**config.mk**
```make
export PLATFORM = sky130hd
export DESIGN_NAME = fetch_unit_flat
export DESIGN_NICKNAME = d
export VERILOG_FILES = /design/src/rtl/riscv_pkg.sv /design/src/rtl/fetch_unit_if.sv /design/src/rtl/fetch_unit.sv /design/src/flat_wrapper.sv
export SDC_FILE = /design/constraint.sdc
export NUM_CORES = 1
export LEC_CHECK = 0
export ABC_CLOCK_PERIOD_IN_PS = 2650
export BUFFER_PORTS_ARGS = -buffer_cell sky130_fd_sc_hd__buf_4
export CAP_MARGIN = 20
export CORE_MARGIN = 10
export CORE_UTILIZATION = 51
export DETAILED_ROUTE_END_ITERATION = 8
export PLACE_DENSITY = 0.86
export SLEW_MARGIN = 0
export SYNTH_ARGS = -nofsm -noshare
export SYNTH_HDL_FRONTEND = slang
export SYNTH_SLANG_ARGS = --single-unit
```
**constraint.sdc**
```tcl
create_clock -name clk -period 2.65 [get_ports clk]
set_input_delay 0 -clock clk [delete_from_list [all_inputs] [get_ports clk]]
set_output_delay 0 -clock clk [all_outputs]
set_load 0.05 [all_outputs]
```
**src/rtl/riscv_pkg.sv**
```systemverilog
// rtl/riscv_pkg.sv - shared RISC-V fetch types, widths and helpers
package riscv_pkg;

    localparam int XLEN_I = 32;
    localparam logic [XLEN_I-1:0] RESET_PC_DEFAULT = 32'h0000_0000;

    typedef enum logic {
        REQ,
        WAIT
    } fetch_state_t;

    // Instructions are word aligned; low address bits of a target are ignored.
    function automatic logic [XLEN_I-1:0] align_pc(input logic [XLEN_I-1:0] pc);
        return pc & ~32'd3;
    endfunction

endpackage

```
**src/rtl/fetch_unit_if.sv**
```systemverilog
// rtl/fetch_unit_if.sv - redirect, instruction-memory and decode handshakes of the fetch unit
interface fetch_unit_if;
    import riscv_pkg::*;

    logic              redirect_valid;
    logic [XLEN_I-1:0] redirect_pc;
    logic              imem_req_valid;
    logic              imem_req_ready;
    logic [XLEN_I-1:0] imem_req_addr;
    logic              imem_rsp_valid;
    logic [XLEN_I-1:0] imem_rsp_data;
    logic              dec_valid;
    logic              dec_ready;
    logic [XLEN_I-1:0] dec_instr;
    logic [XLEN_I-1:0] dec_pc;

    modport master (
        input  redirect_valid, redirect_pc, imem_req_ready, imem_rsp_valid, imem_rsp_data, dec_ready,
        output imem_req_valid, imem_req_addr, dec_valid, dec_instr, dec_pc
    );

    modport slave (
        output redirect_valid, redirect_pc, imem_req_ready, imem_rsp_valid, imem_rsp_data, dec_ready,
        input  imem_req_valid, imem_req_addr, dec_valid, dec_instr, dec_pc
    );

endinterface

```
**src/rtl/fetch_unit.sv**
```systemverilog
// rtl/fetch_unit.sv - single-outstanding instruction fetch with one-entry decode buffer
module fetch_unit
    import riscv_pkg::*;
#(
    parameter logic [XLEN_I-1:0] RESET_PC = RESET_PC_DEFAULT
) (
    input  logic         clk,
    input  logic         rst,
    fetch_unit_if.master bus
);

    fetch_state_t      state_q, state_d;
    logic [XLEN_I-1:0] pc_q, pc_d;
    logic [XLEN_I-1:0] req_pc_q, req_pc_d;
    logic              drop_q, drop_d;
    logic              buf_valid_q, buf_valid_d;
    logic [XLEN_I-1:0] buf_instr_q, buf_instr_d;
    logic [XLEN_I-1:0] buf_pc_q, buf_pc_d;

    logic req_fire;
    logic rsp_seen;
    logic dec_fire;

    // A new request is only issued if its response will find room in the buffer.
    assign bus.imem_req_valid = (state_q == REQ) && (!buf_valid_q || bus.dec_ready) && !rst;
    assign bus.imem_req_addr  = pc_q;
    assign bus.dec_valid      = buf_valid_q && !rst;
    assign bus.dec_instr      = buf_instr_q;
    assign bus.dec_pc         = buf_pc_q;

    assign req_fire = bus.imem_req_valid && bus.imem_req_ready;
    assign rsp_seen = (state_q == WAIT) && bus.imem_rsp_valid;
    assign dec_fire = bus.dec_valid && bus.dec_ready;

    always_comb begin
        state_d     = state_q;
        pc_d        = pc_q;
        req_pc_d    = req_pc_q;
        drop_d      = drop_q;
        buf_valid_d = buf_valid_q;
        buf_instr_d = buf_instr_q;
        buf_pc_d    = buf_pc_q;

        if (req_fire) begin
            req_pc_d = pc_q;
            pc_d     = pc_q + 32'd4;
            state_d  = WAIT;
        end
        if (rsp_seen) begin
            state_d = REQ;
            drop_d  = 1'b0;
        end
        // The in-flight request (old or just issued) belongs to the wrong path.
        if (bus.redirect_valid) begin
            pc_d = align_pc(bus.redirect_pc);
            if (((state_q == WAIT) && !rsp_seen) || req_fire) begin
                drop_d = 1'b1;
            end
        end

        if (bus.redirect_valid) begin
            buf_valid_d = 1'b0;
        end else if (rsp_seen && !drop_q) begin
            buf_valid_d = 1'b1;
            buf_instr_d = bus.imem_rsp_data;
            buf_pc_d    = req_pc_q;
        end else if (dec_fire) begin
            buf_valid_d = 1'b0;
        end
    end

    always_ff @(posedge clk) begin
        if (rst) begin
            state_q     <= REQ;
            pc_q        <= RESET_PC;
            req_pc_q    <= '0;
            drop_q      <= 1'b0;
            buf_valid_q <= 1'b0;
            buf_instr_q <= '0;
            buf_pc_q    <= '0;
        end else begin
            state_q     <= state_d;
            pc_q        <= pc_d;
            req_pc_q    <= req_pc_d;
            drop_q      <= drop_d;
            buf_valid_q <= buf_valid_d;
            buf_instr_q <= buf_instr_d;
            buf_pc_q    <= buf_pc_d;
        end
    end

endmodule

```
**src/flat_wrapper.sv**
```systemverilog
// flat-port wrapper written by rule: the top's interface ports become plain ports
module fetch_unit_flat import riscv_pkg::*;
#(
    parameter logic [XLEN_I-1:0] RESET_PC = RESET_PC_DEFAULT
)
  (clk, rst, bus_redirect_valid, bus_redirect_pc, bus_imem_req_ready, bus_imem_rsp_valid, bus_imem_rsp_data, bus_dec_ready, bus_imem_req_valid, bus_imem_req_addr, bus_dec_valid, bus_dec_instr, bus_dec_pc);
  fetch_unit_if bus_i ();
  input  logic clk;
  input  logic rst;
  input wire logic [$bits(bus_i.redirect_valid)-1:0] bus_redirect_valid;
  input wire logic [$bits(bus_i.redirect_pc)-1:0] bus_redirect_pc;
  input wire logic [$bits(bus_i.imem_req_ready)-1:0] bus_imem_req_ready;
  input wire logic [$bits(bus_i.imem_rsp_valid)-1:0] bus_imem_rsp_valid;
  input wire logic [$bits(bus_i.imem_rsp_data)-1:0] bus_imem_rsp_data;
  input wire logic [$bits(bus_i.dec_ready)-1:0] bus_dec_ready;
  output wire logic [$bits(bus_i.imem_req_valid)-1:0] bus_imem_req_valid;
  output wire logic [$bits(bus_i.imem_req_addr)-1:0] bus_imem_req_addr;
  output wire logic [$bits(bus_i.dec_valid)-1:0] bus_dec_valid;
  output wire logic [$bits(bus_i.dec_instr)-1:0] bus_dec_instr;
  output wire logic [$bits(bus_i.dec_pc)-1:0] bus_dec_pc;
  assign bus_i.redirect_valid = bus_redirect_valid;
  assign bus_i.redirect_pc = bus_redirect_pc;
  assign bus_i.imem_req_ready = bus_imem_req_ready;
  assign bus_i.imem_rsp_valid = bus_imem_rsp_valid;
  assign bus_i.imem_rsp_data = bus_imem_rsp_data;
  assign bus_i.dec_ready = bus_dec_ready;
  assign bus_imem_req_valid = bus_i.imem_req_valid;
  assign bus_imem_req_addr = bus_i.imem_req_addr;
  assign bus_dec_valid = bus_i.dec_valid;
  assign bus_dec_instr = bus_i.dec_instr;
  assign bus_dec_pc = bus_i.dec_pc;
  fetch_unit #(.RESET_PC(RESET_PC)) u_core (.clk(clk), .rst(rst), .bus(bus_i));
endmodule
```
==> reports/results.env, run 1 <==
NUM_IO_PINS=168
SYNTH_AREA_LEADER_CELL='dfxtp_1'
SYNTH.YOSYS.SEQ_AREA_SHARE=0.475
ROW_COUNT=37
SHARE_OF_THE_CLOCK_PERIOD_USED_BY_THE_WORST_PATH_AFTER_LAYOUT=0.990
FMAX_MHz=381
SYNTH_ENABLE_FLOP_CELLS=0
WORST_IR_DROP_VDD_uV=396
MOSTFREQUENTLAYOUTCELL='nand2_1'
POST_DP_HPWL_UM=11600
ANTENNA_FOUND_INITIAL=0
FINALMAXSLEWVIOLATIONS=0
FLOORPLAN.INITIALDENSITY=0.517
DPL_WORST_SLACK_PS=507
FINAL-INSTANCE-COUNT-EXCL-FILL=1050
CTS-ROOT-TO-SINK-BUFFERS=2
GRT_PASS1_VIAS=5944
AVERAGE_CELL_AREA_AFTER_SYNTHESIS_SQ_UM=7.72
POWER.DENSITY_CELL_AREA_mW_PER_MM2=635
INSERTED_CLOCK_BUFFERS=17
TIMING.FINAL.WS_SETUP_PS=26.2
LAYOUT.FILLER_CELLS=600
YOSYS.CELL_TYPES.COUNT=44
REPORT.FINAL.HOLD_VIOL_COUNT=0
PLACEMENT.IO_BUFFERS=161
FP.DIEAREA_SQ_MM=0.0148
CP_MAX_FO=12
TIMING.MAX_CAP.VIOLATIONS=0
ROUTEDWLPERCELL_UM=19.8
HOLD_CLASS='in -> reg'
MOSTFREQUENTLAYOUTCELLS='200 x nand2_1, 173 x buf_4, 118 x dfxtp_1'
YS_FF_LATCH=125
ASYNC_RESET_FF_FRAC=0
GRT_START_MAX_NET_PINS=111
WORST_SKEW_PS=12.0
NUM_VIAS=6366
SYN_INST=683
DRTPASS1ITERATIONS=6
CP_DATA_REQUIRED_TIME_PS=3120
TIMING.SETUP.TNS_PS=0
FINAL_ANTENNA_NET_COUNT=0
SEQCELLAREA_SQ_MM=0.00251
DR_ITER_0_VIOLS=903
SLEW_HEADROOM=0.261
STATUS='finished clean'
FINALWORSTPATHREQUIREDPERIOD_PS=2620
WORSTREG2REGSTART='u_core.bus.imem_req_addr[4]'
WORSTSKEWPAIRLATENCY_PS=540
FINALWEIGHTEDCONGESTION=0.833
HOLD-PATH-CELL-COUNT=4
GRT_RESIDUAL_OVERFLOW=0
FINAL_NET_COUNT=971
SYNTHESIS.YOSYS.WARNINGS=0
PLACED_CELLS_INCL_TAPS=935
SYNTH-MAIN-FF-CELL='dfxtp_1'
DIE_Y_UM=122
MULTI_INPUT_AREA_SQ_MM=0.00255
POST_ROUTE_DRC_VIOLATION_COUNT=0
FLOORPLAN.CORE_AREA_SQ_MM=0.0102
FRACTION_OF_SYNTHESIZED_CELL_AREA_TAKEN_BY_THE_TOP_AREA_CELL_TYPE=0.475
TIGHTESTPINTRANSITION_PS=1110
TRITONCTS='done'
MASTER_CELL_OF_THE_CLOCK_ROOT_BUFFER='clkbuf_8'
FINAL_SETUP_VIOLATING_ENDPOINTS=0
LAYOUT-DRIVE-GT1-SHARE=0.244
HP-START='bus_imem_rsp_data[1]'
CLKSLEWWORSTSETUPHOLDPATHS_PS=70
HTREE_NUM_LEVELS=4
RRSETUPSLACK_PS=30
ROUTED_VIA_COUNT_DIVIDED_BY_CELL_COUNT=6.06
DIE_X_UM=122
CRIT-REG2REG-CAPTURE='u_core.bus.imem_req_addr[19]'
SYNTH.TOP_CELLS.BY_AREA='dfxtp_1 47%, nand2_1 14%, a21oi_1 9.2%, clkbuf_1 3.3%, nor2_1 2.6%'
CRITICAL_PATH_ARRIVAL_PS=3090
POWER.STATIC_LEAKAGE_nW=3.09
GRT_FIRST_PASS_WIRELENGTH_UM=31100
CTS_SINKS=125
FLOW.AREA_GROWTH_FROM_SYNTHESIS_PCT=50.9
CRITICAL_PATH.STARTPOINT_TYPE='register'
GR-USAGE-ALL-LAYERS=0.260
TIMING.HOLD.WORST_ENDPOINT='u_core.bus.dec_instr[1]'
CRITPATHCAPTURETYPE='register'
FF2FF_PATH_DEPTH=5
DRT-TOTAL-WL_UM=20800
CRITICALPATHCATEGORY='reg -> reg'
SYN-CELL-AREA_SQ_MM=0.00527
## synth_stat cells, types with 3 or more instances
cell	instances
and3_1	5
nand4_1	19
o31a_1	4
o41a_1	3
a21oi_1	97
buf_4	4
or4_1	9
nand3b_1	3
nor2b_1	8
clkbuf_1	46
a211oi_1	5
nor3b_1	4
o41ai_1	3
nor4_1	12
o21ai_0	6
and4_1	4
nor2_1	36
nand2_1	201
dfxtp_1	125
buf_1	6
o31ai_1	7
nand3_1	15
inv_1	5
a2111oi_0	3
or3_1	8
nor3_1	8
a311oi_1	12
xnor2_1	3
## critical path: stages, from the launching register on
cell and delay (ps):
dfxtp_4 390, nand4_1 210, or3_4 510, or4_1 550, a311oi_1 310, dlygate4sd3_1 580
## through the flow
step | power, mW | hold WS, ps | utilization | instance area (sq um)
after global placement | 2.56 | 248 | 0.638 | 6500
after detailed placement | 2.58 | 257 | 0.638 | 6500
after floorplan | 2.37 | 136 | - | 5280
final | 5.05 | 278 | 0.781 | 7950
after global routing | 5.17 | 292 | 0.780 | 7950
after CTS | 4.98 | 261 | 0.774 | 7880
## power breakdown
group          switching, mW  internal (mW)
clock network          0.905           1.46
logic                  0.389          0.267
registers             0.0842           1.94
total                   1.38           3.67
## flip-flops by register name, summed over array words and instances, names as in the netlist
register / count
u_core.bus.dec_pc: 30
u_core.req_pc_q: 30
u_core.bus.imem_req_addr: 30
u_core.bus.dec_instr: 32
u_core.state_q: 1
u_core.drop_q: 1
u_core.buf_valid_q: 1
## how the worst max path moves through the flow
stage	startpoint	end
floorplan	u_core.bus.imem_req_addr[4]	u_core.bus.imem_req_addr[21]
global placement	u_core.bus.imem_req_addr[5]	u_core.bus.imem_req_addr[21]
detailed placement	u_core.bus.imem_req_addr[5]	u_core.bus.imem_req_addr[22]
CTS	u_core.bus.imem_req_addr[5]	u_core.bus.imem_req_addr[19]
global route	u_core.bus.imem_req_addr[12]	u_core.bus.imem_req_addr[19]
finish	u_core.bus.imem_req_addr[4]	u_core.bus.imem_req_addr[19]
## cell type report
type                    count  area share
inverters                   5     0.00236
multi-input cells         499       0.320
flip-flops and latches    125       0.316
clock buffers              19      0.0543
diodes                      1    0.000315
clock inverters            13      0.0209
repair buffers            252       0.264
well taps                 136      0.0214
## repair_timing
action / CTS / global route
setup endpoints to repair: 0 / 5
resized for setup: 0 / 12
hold buffers: 78 / 0
hold endpoints to repair: 82 / 0
setup buffers: 0 / 2
## metal layers
metal	up-vias	wire, um	part of all wire	GRT usage
met4	2	1520	0.073	0.174
met2	498	10200	0.49	0.428
met3	138	1850	0.089	0.0574
met5	-	26	0.0012	0
li1	2811	-	-	-
met1	2917	7240	0.35	0.298
## cell families (layout without fill, tap and decap cells)
family	after synthesis	in the layout	synth area share
AOI/OAI and AO/OA	146	146	0.168
adders and majority gates	1	1	0.00237
other	1	5	0.000712
buffers and inverters	63	289	0.0494
xor gates and xnor gates	5	5	0.00831
DFF	125	125	0.475
and+or+nand+nor	342	343	0.297
(Power assumes the default switching activity.)
==> inputs of run 2 (changes only) <==
- CTS_BUF_LIST: default -> sky130_fd_sc_hd__clkbuf_4 sky130_fd_sc_hd__clkbuf_8
==> reports/results.env, run 2 (synthesized netlist as in run 1, its figures left out) <==
LAYOUT-DRIVE-GT1-SHARE=0.236  # was 0.244
WORSTSKEWPAIRLATENCY_PS=450  # was 540 ps
DIE_Y_UM=122  # unchanged
DIE_X_UM=122  # unchanged
NUM_VIAS=6014  # was 6366
POST_DP_HPWL_UM=11600  # unchanged
FMAX_MHz=383  # was 381 MHz
PLACED_CELLS_INCL_TAPS=935  # unchanged
CRITPATHCAPTURETYPE='register'  # unchanged
STDCELL_AREA_SQ_MM=0.00769  # was 0.00795 sq mm
ROUTEDWLPERCELL_UM=18.4  # was 19.8 um
FINALWORSTPATHREQUIREDPERIOD_PS=2610  # was 2620 ps
SLEW_HEADROOM=0.265  # was 0.261
CP_MAX_FO=29  # was 12
HOLD_CLASS='in -> reg'  # unchanged
GRT_PASS1_VIAS=5814  # was 5944
GRT_START_MAX_NET_PINS=111  # unchanged
FP.DIEAREA_SQ_MM=0.0148  # unchanged
MASTER_CELL_OF_THE_CLOCK_ROOT_BUFFER='clkbuf_8'  # unchanged
CP_DATA_REQUIRED_TIME_PS=3030  # was 3120 ps
GRT_RESIDUAL_OVERFLOW=0  # unchanged
FINALMAXSLEWVIOLATIONS=0  # unchanged
CRITICAL_PATH_ARRIVAL_PS=3000  # was 3090 ps
WORST_IR_DROP_VDD_uV=367  # was 396 uV
WORST_SKEW_PS=11.8  # was 12.0 ps
TIGHTESTPINTRANSITION_PS=1100  # was 1110 ps
TRITONCTS='done'  # unchanged
FINAL_SETUP_VIOLATING_ENDPOINTS=0  # unchanged
REPORT.FINAL.HOLD_VIOL_COUNT=0  # unchanged
INSERTED_CLOCK_BUFFERS=17  # unchanged
DRTPASS1ITERATIONS=6  # unchanged
GR-USAGE-ALL-LAYERS=0.249  # was 0.260
FINALWEIGHTEDCONGESTION=0.833  # unchanged
SHARE_OF_THE_CLOCK_PERIOD_USED_BY_THE_WORST_PATH_AFTER_LAYOUT=0.986  # was 0.990
FINAL_NET_COUNT=963  # was 971
DRT-TOTAL-WL_UM=19200  # was 20800 um
CTS-ROOT-TO-SINK-BUFFERS=2  # unchanged
LARGEST_REGISTER_FF_COUNT=32  # unchanged
GRT_SETUP_UNREPAIRED='yes'
POST_ROUTE_DRC_VIOLATION_COUNT=0  # unchanged
FINAL-INSTANCE-COUNT-EXCL-FILL=1044  # was 1050
STATUS='finished clean'  # unchanged
CTS_SINKS=125  # unchanged
GRT_FIRST_PASS_WIRELENGTH_UM=29700  # was 31100 um
CRITICALPATHCATEGORY='in -> reg'  # was reg -> reg
MOSTFREQUENTLAYOUTCELL='nand2_1'  # unchanged
TOTAL_POWER_mW=4.43  # was 5.05 mW
CLKSLEWWORSTSETUPHOLDPATHS_PS=70  # about the same
MOSTFREQUENTLAYOUTCELLS='200 x nand2_1, 171 x buf_4, 124 x dfxtp_1'  # was 200 x nand2_1, 173 x buf_4, 118 x dfxtp_1
CTS_SETUP_BUFFERS=0  # unchanged
POWER.DENSITY_CELL_AREA_mW_PER_MM2=576  # was 635 mW/mm^2
FINAL_ANTENNA_NET_COUNT=0  # unchanged
ANTENNA_FOUND_INITIAL=0  # unchanged
PLACEMENT.IO_BUFFERS=161  # unchanged
ROUTED_VIA_COUNT_DIVIDED_BY_CELL_COUNT=5.76  # was 6.06
TIMING.MAX_CAP.VIOLATIONS=0  # unchanged
ROW_COUNT=37  # unchanged
PLACED_CELL_AREA_SQ_MM=0.00650  # unchanged
DR_ITER_0_VIOLS=661  # was 903
HTREE_NUM_LEVELS=4  # unchanged
POWER.STATIC_LEAKAGE_nW=2.98  # was 3.09 nW
FLOORPLAN.CORE_AREA_SQ_MM=0.0102  # unchanged
FLOW.AREA_GROWTH_FROM_SYNTHESIS_PCT=46.0  # was 50.9%
CRITICAL_PATH.STARTPOINT_TYPE='input port'  # was register
FLOORPLAN.INITIALDENSITY=0.517  # unchanged
NUM_IO_PINS=168  # unchanged
run 2: changes by cell type in the layout (fill, tap and decap cells not counted), sizes merged:
cell         previous run  this run
buf                   174       172
or3                    10         9
diode                   1         3
dlygate4sd3            78        73
run 2: area by class of cell:
type                       instances  area, sq um
multi-input combinational        498         2540
sequential                       125         2500
fill                             696         2490
timing repair buffer             245         2030
clock buffer                      19          255
tap                              136          170
clock inverter                    13          166
inverter                           5         18.8
antenna                            3         7.51
run 2: through the flow:
stage	TNS, ps	util	hold WS (ps)	setup slack (ps)
detailed placement	0	0.638	257	507
CTS	0	0.751	25.9	26.3
finish	0	0.755	71.3	37.8
floorplan	0	-	136	416
global placement	0	0.638	248	563
global route	-26.9	0.755	78.1	-26.9
run 2: report_power, final:
| group | switching, mW | total (mW) | internal [mW] | leakage (nW) |
|---|---|---|---|---|
| combinational | 0.375 | 0.636 | 0.261 | 1.75 |
| sequential | 0.0799 | 2.02 | 1.94 | 1.02 |
| clock | 0.810 | 1.78 | 0.971 | 0.211 |
run 2: what timing repair did:
item	CTS	global route
resized for setup	0	4
setup endpoints to repair	0	4
hold endpoints to repair	82	0
hold buffers	73	0
run 2: worst paths after layout:
kind | start | endpoint | slack, ps | cells past startpoint
setup / recovery | rst | u_core.bus.imem_req_addr[12] | 40 | 8
hold / removal | bus_redirect_valid | u_core.drop_q | 70 | 3
setup reg to reg | u_core.bus.imem_req_addr[2] | u_core.bus.imem_req_addr[19] | 50 | 5
hold reg to reg | u_core.bus.dec_pc[11] | u_core.bus.dec_pc[11] | 450 | 2
run 2: critical path: stages:
cell           delay, ps
dlygate4sd3_1        550
buf_4                240
nor2_1               330
nand3_2              230
buf_4                260
or4_1                520
a311oi_1             290
dlygate4sd3_1        580
run 2: metal layers:
layer,GRT usage,vias up,share of wire
met4,0.156,0,0.050
li1,-,2785,-
met3,0.0675,80,0.079
met1,0.280,2815,0.36
met5,0,-,0
met2,0.411,334,0.51
